File: src/rtl/alu_seq_if.sv
// alu_seq issue/result bundle.
// The CPU controller is master; the ALU is slave.
interface alu_seq_if #(
    parameter int WIDTH     = 16,
    parameter int ALUOPBITS = 4,
    parameter int REGBITS   = 5
);
    logic                 start;
    logic [ALUOPBITS-1:0] aluop;
    logic [WIDTH-1:0]     arg1;
    logic [WIDTH-1:0]     arg2;
    logic                 busy;
    logic                 done;
    logic [WIDTH-1:0]     result;
    logic [WIDTH-1:0]     result_hi;
    logic [REGBITS-1:0]   PSRwrite;

    modport master (
        output start, aluop, arg1, arg2,
        input  busy, done, result, result_hi, PSRwrite
    );

    modport slave (
        input  start, aluop, arg1, arg2,
        output busy, done, result, result_hi, PSRwrite
    );
endinterface

File: src/rtl/alu_seq.sv
// Registered multi-cycle ALU with start/busy/done handshake.
// Single-cycle logic ops; iterative MULU (shift-add) and DIVU (restoring).
module alu_seq #(
    parameter int WIDTH     = 16,
    parameter int ALUOPBITS = 4,
    parameter int REGBITS   = 5
) (
    input logic      clk,
    input logic      reset,
    alu_seq_if.slave bus
);
    localparam int CW = $clog2(WIDTH + 1);

    localparam logic [0:0] S_IDLE = 1'b0;
    localparam logic [0:0] S_EXEC = 1'b1;

    localparam logic [ALUOPBITS-1:0] OP_ADD  = ALUOPBITS'(0);
    localparam logic [ALUOPBITS-1:0] OP_SUB  = ALUOPBITS'(1);
    localparam logic [ALUOPBITS-1:0] OP_OR   = ALUOPBITS'(2);
    localparam logic [ALUOPBITS-1:0] OP_AND  = ALUOPBITS'(3);
    localparam logic [ALUOPBITS-1:0] OP_XOR  = ALUOPBITS'(4);
    localparam logic [ALUOPBITS-1:0] OP_NOT  = ALUOPBITS'(5);
    localparam logic [ALUOPBITS-1:0] OP_MULU = ALUOPBITS'(6);
    localparam logic [ALUOPBITS-1:0] OP_CMP  = ALUOPBITS'(7);
    localparam logic [ALUOPBITS-1:0] OP_DIVU = ALUOPBITS'(8);

    logic [0:0]         state_q, state_d;
    logic [CW-1:0]      cnt_q, cnt_d;
    logic [2*WIDTH-1:0] acc_q, acc_d;
    logic [WIDTH-1:0]   opd_q, opd_d;
    logic [WIDTH-1:0]   b_q, b_d;
    logic               div_q, div_d;
    logic               done_q, done_d;
    logic [WIDTH-1:0]   res_q, res_d;
    logic [WIDTH-1:0]   hi_q, hi_d;
    logic [REGBITS-1:0] psr_q, psr_d;

    logic [WIDTH:0]     add_x, sub_x;
    logic [WIDTH-1:0]   a, b, sc_res;
    logic [REGBITS-1:0] sc_psr;
    logic               sc_ok, fc, fl, ff, fz, fn;

    logic [WIDTH:0]     mul_sum;
    logic [2*WIDTH-1:0] mul_next, div_next;
    logic [WIDTH:0]     div_top;
    logic [WIDTH-1:0]   div_rem;
    logic               div_ge;

    assign a = bus.arg1;
    assign b = bus.arg2;

    // Single-cycle result and flags straight from the bus operands.
    always_comb begin
        add_x  = {1'b0, a} + {1'b0, b};
        sub_x  = {1'b0, a} - {1'b0, b};
        sc_res = '0;
        sc_ok  = 1'b1;
        fc = 1'b0; fl = 1'b0; ff = 1'b0; fz = 1'b0; fn = 1'b0;
        case (bus.aluop)
            OP_ADD: begin
                sc_res = add_x[WIDTH-1:0];
                fc = add_x[WIDTH];
                ff = (a[WIDTH-1] == b[WIDTH-1]) &&
                     (sc_res[WIDTH-1] != a[WIDTH-1]);
            end
            OP_SUB: begin
                sc_res = sub_x[WIDTH-1:0];
                fc = sub_x[WIDTH];
                ff = (a[WIDTH-1] != b[WIDTH-1]) &&
                     (sc_res[WIDTH-1] != a[WIDTH-1]);
            end
            OP_OR:  sc_res = a | b;
            OP_AND: sc_res = a & b;
            OP_XOR: sc_res = a ^ b;
            OP_NOT: sc_res = ~a;
            OP_CMP: begin
                sc_res = sub_x[WIDTH-1:0];
                fl = sub_x[WIDTH];
            end
            default: sc_ok = 1'b0;
        endcase
        fz = (sc_res == '0);
        fn = (bus.aluop == OP_CMP) ? ($signed(a) < $signed(b))
                                   : sc_res[WIDTH-1];
        sc_psr = REGBITS'({fc, fl, ff, fz, fn});
    end

    // One multiply or divide step from the current accumulator.
    always_comb begin
        mul_sum  = {1'b0, acc_q[2*WIDTH-1:WIDTH]} +
                   (opd_q[0] ? {1'b0, b_q} : '0);
        mul_next = {mul_sum, acc_q[WIDTH-1:1]};
        div_top  = acc_q[2*WIDTH-1:WIDTH-1];
        div_ge   = (div_top >= {1'b0, b_q});
        div_rem  = div_top[WIDTH-1:0] - b_q;
        div_next = div_ge ? {div_rem, acc_q[WIDTH-2:0], 1'b1}
                          : {acc_q[2*WIDTH-2:0], 1'b0};
    end

    // FSM: accept/compute in IDLE, iterate and finalise in EXEC.
    always_comb begin
        state_d = state_q;
        cnt_d   = cnt_q;
        acc_d   = acc_q;
        opd_d   = opd_q;
        b_d     = b_q;
        div_d   = div_q;
        done_d  = 1'b0;
        res_d   = res_q;
        hi_d    = hi_q;
        psr_d   = psr_q;
        unique case (state_q)
            S_IDLE: begin
                if (bus.start) begin
                    if (bus.aluop == OP_MULU || bus.aluop == OP_DIVU) begin
                        state_d = S_EXEC;
                        cnt_d   = CW'(WIDTH);
                        opd_d   = a;
                        b_d     = b;
                        div_d   = (bus.aluop == OP_DIVU);
                        acc_d   = (bus.aluop == OP_DIVU) ?
                                  {{WIDTH{1'b0}}, a} : '0;
                    end else begin
                        done_d = 1'b1;
                        res_d  = sc_res;
                        hi_d   = '0;
                        if (sc_ok) psr_d = sc_psr;
                    end
                end
            end
            S_EXEC: begin
                if (cnt_q != '0) begin
                    cnt_d = cnt_q - CW'(1);
                    acc_d = div_q ? div_next : mul_next;
                    opd_d = div_q ? opd_q : (opd_q >> 1);
                end else begin
                    state_d = S_IDLE;
                    done_d  = 1'b1;
                    res_d   = acc_q[WIDTH-1:0];
                    hi_d    = acc_q[2*WIDTH-1:WIDTH];
                    if (div_q) begin
                        if (b_q == '0) begin
                            res_d = '1;
                            hi_d  = opd_q;
                            psr_d = REGBITS'(5'b00100);
                        end else begin
                            psr_d = REGBITS'({3'b000,
                                    acc_q[WIDTH-1:0] == '0, 1'b0});
                        end
                    end else begin
                        psr_d = REGBITS'({acc_q[2*WIDTH-1:WIDTH] != '0,
                                2'b00, acc_q == '0, 1'b0});
                    end
                end
            end
        endcase
    end

    // State registers, cleared asynchronously by reset.
    always_ff @(posedge clk or negedge reset) begin
        if (!reset) begin
            state_q <= S_IDLE;
            cnt_q   <= '0;
            acc_q   <= '0;
            opd_q   <= '0;
            b_q     <= '0;
            div_q   <= 1'b0;
            done_q  <= 1'b0;
            res_q   <= '0;
            hi_q    <= '0;
            psr_q   <= '0;
        end else begin
            state_q <= state_d;
            cnt_q   <= cnt_d;
            acc_q   <= acc_d;
            opd_q   <= opd_d;
            b_q     <= b_d;
            div_q   <= div_d;
            done_q  <= done_d;
            res_q   <= res_d;
            hi_q    <= hi_d;
            psr_q   <= psr_d;
        end
    end

    assign bus.busy      = (state_q == S_EXEC);
    assign bus.done      = done_q;
    assign bus.result    = res_q;
    assign bus.result_hi = hi_q;
    assign bus.PSRwrite  = psr_q;
endmodule

File: src/flat_wrapper.sv
// flat-port wrapper written by rule: the top's interface ports become plain ports
module alu_seq_flat 
#(
    parameter int WIDTH     = 16,
    parameter int ALUOPBITS = 4,
    parameter int REGBITS   = 5
)
  (clk, reset, bus_start, bus_aluop, bus_arg1, bus_arg2, bus_busy, bus_done, bus_result, bus_result_hi, bus_PSRwrite);
  alu_seq_if #(.WIDTH(WIDTH), .ALUOPBITS(ALUOPBITS), .REGBITS(REGBITS)) bus_i ();
  input logic clk;
  input logic reset;
  input wire logic [$bits(bus_i.start)-1:0] bus_start;
  input wire logic [$bits(bus_i.aluop)-1:0] bus_aluop;
  input wire logic [$bits(bus_i.arg1)-1:0] bus_arg1;
  input wire logic [$bits(bus_i.arg2)-1:0] bus_arg2;
  output wire logic [$bits(bus_i.busy)-1:0] bus_busy;
  output wire logic [$bits(bus_i.done)-1:0] bus_done;
  output wire logic [$bits(bus_i.result)-1:0] bus_result;
  output wire logic [$bits(bus_i.result_hi)-1:0] bus_result_hi;
  output wire logic [$bits(bus_i.PSRwrite)-1:0] bus_PSRwrite;
  assign bus_i.start = bus_start;
  assign bus_i.aluop = bus_aluop;
  assign bus_i.arg1 = bus_arg1;
  assign bus_i.arg2 = bus_arg2;
  assign bus_busy = bus_i.busy;
  assign bus_done = bus_i.done;
  assign bus_result = bus_i.result;
  assign bus_result_hi = bus_i.result_hi;
  assign bus_PSRwrite = bus_i.PSRwrite;
  alu_seq #(.WIDTH(WIDTH), .ALUOPBITS(ALUOPBITS), .REGBITS(REGBITS)) u_core (.clk(clk), .reset(reset), .bus(bus_i));
endmodule
File: config.mk
export PLATFORM = sky130hd
export DESIGN_NAME = alu_seq_flat
export DESIGN_NICKNAME = d
export VERILOG_FILES = /design/src/rtl/alu_seq_if.sv /design/src/rtl/alu_seq.sv /design/src/flat_wrapper.sv
export SDC_FILE = /design/constraint.sdc
export NUM_CORES = 1
export LEC_CHECK = 0
export CAP_MARGIN = 20
export CORE_MARGIN = 2
export CORE_UTILIZATION = 35
export CTS_BUF_LIST = sky130_fd_sc_hd__clkbuf_8
export DETAILED_ROUTE_END_ITERATION = 8
export PLACE_DENSITY = 0.59
export SYNTH_ARGS = -nofsm -noshare
export SYNTH_HDL_FRONTEND = slang
export SYNTH_SLANG_ARGS = --single-unit
File: constraint.sdc
create_clock -name clk -period 3.65 [get_ports clk]
set_clock_uncertainty 0.05 [all_clocks]
set_input_delay 1.095 -clock clk [delete_from_list [all_inputs] [get_ports clk]]
set_output_delay 1.095 -clock clk [all_outputs]
set_load 0.03 [all_outputs]
==> results.py <==
metrics = {
    "yosys": {
        "async_flop_share_pct": 100,
        "synth_area_leaders": "dfrtp_1 (29%), ha_1 (11%), o21ai_0 (5.7%)",
        "yosys_warnings": 0,
        "seq_area_frac_synth_pct": 29.0,
        "yosysUniqueCellTypes": 77,
        "syn_inst": 1160,
        "synth_edf_count": 0,
        "netlist.area_leader.share_pct": 29.0,
        "synth_ff_type": "dfrtp_1",
        "yosysTopAreaCell": "dfrtp_1",
        "syn_avg_cell_area_um2": 8.12,
        "syn-cell-area_um2": 9420,
        "synth_seq_cells": 109,
        "synth_nets": 1287,
    },
    "placement": {
        "place_inst": 1725,
        "dp_hpwl_um": 26400,
        "io_buffers": 77,
        "gp_congestion": 0.957,
    },
    "sta": {
        "worst_pin_slew_ns": 0.724,
        "fin_crit_sh_pct": 102,
        "hold_viol": 0,
        "slew_viol_final": 0,
        "fmax_mhz": 269,
        "rsz0062_at_grt": "yes",
        "finalSetupViolCount": 4,
        "setup_ws_ns": -0.0736,
        "max_slew_margin_pct": 51.8,
        "layout_min_cycle_time_ns": 3.72,
    },
    "cts": {
        "clock-sinks": 109,
        "ctsHoldBuffers": 0,
        "cts_buffers": 9,
        "path_clk_slew_ns": 0.12,
        "cts_tree": "yes",
        "htreeDepth": 3,
        "cts_buffer_depth": 2,
        "insertion_delay_ns": 0.39,
        "cts-root-buf": "clkbuf_8",
    },
    "power": {
        "internal-power_uw": 4710,
        "p_clk_share_pct": 8.3,
        "pwr-share-comb_pct": 66.2,
        "power.share.sequential_pct": 25.5,
        "p_sw_uw": 4410,
        "p_sw_share_pct": 48.3,
        "p_leak_uw": 0.00589,
        "p_per_area_nw_per_um2": 698,
        "ir_drop_mv": 0.343,
    },
    "floorplanning": {
        "ioPinCount": 78,
        "initial_utilization_pct": 35.3,
        "die_h_um": 168,
        "dieArea_um2": 28200,
        "die_w_um": 168,
        "rows": 60,
        "core_um2": 26700,
    },
    "drt": {
        "drc": 0,
        "dr.pass1.iters": 5,
        "route.detailed.wl_per_inst_um": 19.2,
        "postRouteWirelength_um": 34100,
        "drt-initial-drc-count": 901,
        "vias_per_cell": 5.53,
        "ant_nets": 0,
        "vias": 9806,
    },
    "run_status": {
        "status": "finished with violations",
        "violations": "negative setup slack",
    },
    "global_routing": {
        "grt_pass1_wl_um": 52400,
        "gr-total-overflow": 0,
        "grt_max_degree": 63,
        "grt_use_total_pct": 23.6,
        "antenna_found_initial": 0,
        "grt_pass1_vias": 9294,
    },
    "cells_and_area": {
        "register_area_um2": 2730,
        "drive_gt1_share_pct": 28.7,
        "finish.utilization_pct": 48.9,
        "area_growth_pct": 38.7,
        "instances_no_fill": 1774,
        "multi_input_area_um2": 6740,
        "antenna_cells": 0,
        "final_nets": 1555,
        "fillers": 2574,
    },
    "worst_setup_path": {
        "worst-setup-path-type": "input port to register",
        "cp-end-kind": "register",
        "critPathArrivalTime_ns": 3.99,
        "cp-start-kind": "input port",
        "required_ns": 3.91,
        "path_max_fanout": 5,
    },
    "worst_hold_path": {
        "holdCritPathClass": "register to register",
    },
    "flow_run": {
        "drv_cap": 0,
    },
}
-- flip-flops by register name (all words and copies together) (netlist names) --
signal	count
u_core.bus.result_hi	16
u_core.bus.PSRwrite	5
u_core.acc_q	32
u_core.cnt_q	5
u_core.b_q	16
u_core.bus.result	16
u_core.opd_q	16
u_core.div_q	1
u_core.bus.done	1
u_core.bus.busy	1
-- cell usage in the layout, fill, tap and decap left out, types with 8 or more instances in the layout --
cell / n
mux2_2: 19
nand3_1: 11
buf_12: 9
o211ai_1: 12
nor3_1: 21
o221ai_1: 8
mux2i_1: 39
a31oi_1: 9
nor2_1: 120
a21o_1: 20
ha_1: 65
nor4_1: 10
and2_1: 18
xnor2_1: 22
nand2_1: 108
clkbuf_8: 9
a21oi_2: 9
inv_2: 20
dfrtp_1: 108
a221oi_1: 19
nand2b_1: 14
xor2_1: 9
nand4_1: 10
or3_1: 12
buf_4: 227
a21oi_1: 65
buf_6: 10
o21ai_0: 99
a211oi_1: 11
inv_1: 55
o21bai_1: 13
o22ai_1: 9
ha_4: 16
clkdlybuf4s50_1: 52
-- final timing paths --
path,startpoint,depth (start not counted),slack (ns),endpoint
setup / recovery,bus_arg2[1],12,-0.07,u_core.bus.PSRwrite[1]$_DFFE_PN0P_
hold / removal,u_core.bus.result_hi[12]$_DFFE_PN0P_,2,0.44,u_core.bus.result_hi[12]$_DFFE_PN0P_
setup reg to reg,u_core.b_q[0]$_DFFE_PN0P_,14,0.20,u_core.acc_q[29]$_DFFE_PN0P_
hold reg to reg,u_core.bus.result_hi[12]$_DFFE_PN0P_,2,0.44,u_core.bus.result_hi[12]$_DFFE_PN0P_
max in group asynchronous,reset,2,2.18,u_core.bus.busy$_DFF_PN0_
min in group asynchronous,reset,1,0.67,u_core.bus.result_hi[5]$_DFFE_PN0P_
-- cells in the mapped netlist (all sizes together) (21+ instances only) --
master	instances
a21oi	74
a221oi	21
clkbuf	49
dfrtp	109
ha	84
inv	77
mux2i	39
nand2	112
nor2	122
nor3	25
o21ai	110
xnor2	22
-- cell type report --
class | instances | area share (%)
Sequential cell | 109 | 20.9
Inverter | 77 | 2.30
Clock buffer | 9 | 0.948
Timing Repair Buffer | 318 | 20.5
Clock inverter | 7 | 0.527
Multi-Input combinational cell | 913 | 51.6
Tap cell | 341 | 3.26
-- power groups by stage --
stage               Sequential (µW)  Combinational (µW)  Clock [µW]
floorplan                      2400                3660           0
global placement               2320                5700           0
detailed placement             2340                5780           0
CTS                            2310                5910         767
global route                   2390                6630         819
finish                         2330                6030         759
-- cell families (layout without fill, tap and decap cells) --
logic type | count (synthesis) | after routing | synth area share [%]
AO/OA/AOI/OAI | 356 | 356 | 24.5
buffers and inverters | 138 | 411 | 5.76
multiplexers | 59 | 59 | 6.53
flip-flops | 109 | 109 | 29.0
AND/OR/NAND/NOR | 379 | 379 | 19.4
XOR/XNOR | 31 | 31 | 2.88
adder cells (fa/ha/maj) | 88 | 88 | 12.0
-- per-layer routing --
| layer | GRT usage [%] | up-vias | part of all wire, % |
|---|---|---|---|
| li1 | - | 4718 | - |
| met1 | 34.6 | 4708 | 48 |
| met2 | 37.7 | 341 | 45 |
| met3 | 2.05 | 39 | 5.0 |
| met4 | 5.73 | 0 | 2.0 |
| met5 | 0 | - | 0 |
-- timing repair --
action / in CTS / in global routing
setup buffers: 24 / 10
gates resized for setup: 139 / 71
endpoints found under the setup margin: 16 / 14
endpoints found under the hold margin: 0 / 0
pin swaps: 32 / 33
-- worst max-delay path, stage by stage --
cell        delay [ns]
buf_8             0.09
clkinvlp_4        0.15
buf_6             0.16
fa_2              0.36
a221o_1           0.30
a211o_1           0.28
or4_4             0.54
nor3_2            0.10
and4_1            0.22
nand4_1           0.10
or4_4             0.43
o31ai_2           0.17
-- stage by stage --
stage	setup TNS, ns	worst slack (ns)	hold slack [ns]	power (µW)	cell area (µm²)
2_1_floorplan	-0.223	-0.223	0.413	6060	9480
3_3_place_gp	-16.69	-1.01	0.411	8020	12100
3_5_place_dp	-16.52	-1.06	0.420	8120	12100
4_1_cts	-0.281	-0.236	0.447	8990	12800
5_1_grt	-0.734	-0.203	0.480	9840	13100
6_report	-0.192	-0.0736	0.441	9120	13100
Note: power is estimated with default switching activity, not from simulation.
==> edit (same settings) <==
Reset style: synchronous (`reset`), changed in one clocked block. Comments in the files are not updated.
--- a/src/rtl/alu_seq.sv
+++ b/src/rtl/alu_seq.sv
@@ -157,7 +157,7 @@
     end
 
     // State registers, cleared asynchronously by reset.
-    always_ff @(posedge clk or negedge reset) begin
+    always_ff @(posedge clk) begin
         if (!reset) begin
             state_q <= S_IDLE;
             cnt_q   <= '0;
Check against the original RTL: differs if reset is asserted again (counterexample within 4 cycles, from zero or initial values and one cycle with reset low); with reset held inactive, the same outputs for 4 cycles.
==> edit against the original RTL <==
Area after synthesis is 0.16% lower; routed wire length is 6.4% higher; core utilization is 1.5 points lower; sequential cell count stayed put; final area is 3.3% lower; worst setup slack better by 0.078 ns; critical path type unchanged; highest routed layer unchanged.
Power is not compared: it rests on default switching activity, and its combinational part moved more than twofold at a synthesized area within 25%.
==> edit: results (changes against the original RTL) <==
setup_path:
  startpoint: "bus_arg2[5]"
  timing.rr.start: "u_core.b_q[0]$_SDFFE_PN0P_"
  cp.arrival_ns: 3.88  # -0.11 ns
  worstSetupEndpoint: "u_core.bus.result[10]$_SDFFE_PN0P_"
  rr_endpoint: "u_core.acc_q[30]$_SDFFE_PN0P_"
  slowest_stage: "clkdlybuf4s50_1"
  critPathMaxStageDelay_ns: 0.47  # -0.07 ns
  reg2reg_depth: 13  # -1
  crit_fanout: 3  # -2
  crit_family: "compound AO/OA/AOI/OAI gates"
synthesis:
  synth_fp_nets: 1389  # +7.9%
  ys_seq_area_frac: 0.232  # -0.0575
  ys_dominant_reg_cell: "dfxtp_1"
  synth_xor_area_frac: 0.0261  # -0.00275
  synthMuxAreaShare: 0.0360  # -0.0293
  synth_compound_area_frac: 0.292  # +0.0472
  netlist_top_cells_count: "143 x nand2_1, 136 x a21oi_1, 118 x nor2_1, 109 x dfxtp_1, 84 x ha_1"
  ys_types: 97  # +26%
  syn_area_per_cell_um2: 7.45  # -8.2%
  synth_fa_ha_area_frac: 0.120  # +0.000192
status:
  status: "complete, no violations"
timing:
  holdWs_ns: 0.409  # -0.0322 ns
  max_slew.worst_pin.slew_ns: 0.761  # +0.0371 ns
  fmaxAchievable_mhz: 274  # +2.2%
placement:
  gp_congestion: 0.904  # -5.5%
  place_area_mm2: 0.0120  # -0.85%
  dp_cells: 1813  # +5.1%
  place_ws_ns: -0.858  # +0.202 ns
  hpwl_um: 28000  # +6.1%
final_layout:
  nets: 1623  # +4.4%
  fill_cells: 2671  # +3.8%
  drive_above_1_share: 0.237  # -0.0496
drt:
  finalWirelength_um: 36300  # +6.4%
  met1_length_um: 15700  # -3.7%
  routedWlPerCell_um: 19.7  # +2.4%
  wl_met3_um: 2280  # +35%
  dr_wl_met2_um: 17300  # +12%
  dr.first_iter.drc_count: 834  # -7.4%
worst_hold_path:
  hold_start: "u_core.bus.result[3]$_SDFFE_PN0P_"
  min_to: "u_core.bus.result[3]$_SDFFE_PN0P_"
global_routing:
  met1_usage: 0.334  # -0.0122
  grt_pass1_vias: 10100  # +8.9%
  grt_antenna_before_repair: 1  # +1
  grt.met3_usage: 0.0364  # +0.0160
  grt_max_degree: 95  # +51%
  grt_usage: 0.256  # +0.0198
  grt_use_met2: 0.438  # +0.0611
clock_network:
  clkLatencyLatePin_ns: 0.42  # +0.03 ns
==> edit: changes by cell type in the layout (fill, tap and decap cells not counted), sizes merged, moves of 12 or more <==
cell    change
dfrtp     -109
dfxtp     +109
a21oi      +64
o21ai      -43
mux2i      -31
nand2      +31
buf        -24
o211ai     +18
nor3       +14
o21bai     -12
==> edit: timing repair <==
item,4_1_cts,5_1_grt
gates cloned,2,0
setup buffers,10,1
pin swaps,30,29
setup endpoints to repair,15,15
gates resized for setup,58,39
==> edit: power by group <==
part           total (W)  switching [W]  internal (W)
registers        0.00126      0.0000372       0.00123
logic            0.00113       0.000609      0.000524
clock network   0.000781       0.000510      0.000271
==> edit: area by class of cell <==
type / instances / area [um2] / share of cell area
timing repair buffer: 305 / 2610 / 0.206
tap: 341 / 427 / 0.0338
antenna: 1 / 2.50 / 0.000198
inverter: 83 / 312 / 0.0247
clock buffer: 9 / 124 / 0.00980
clock inverter: 7 / 75.1 / 0.00594
sequential: 109 / 2180 / 0.173
multi-input combinational: 988 / 6910 / 0.546
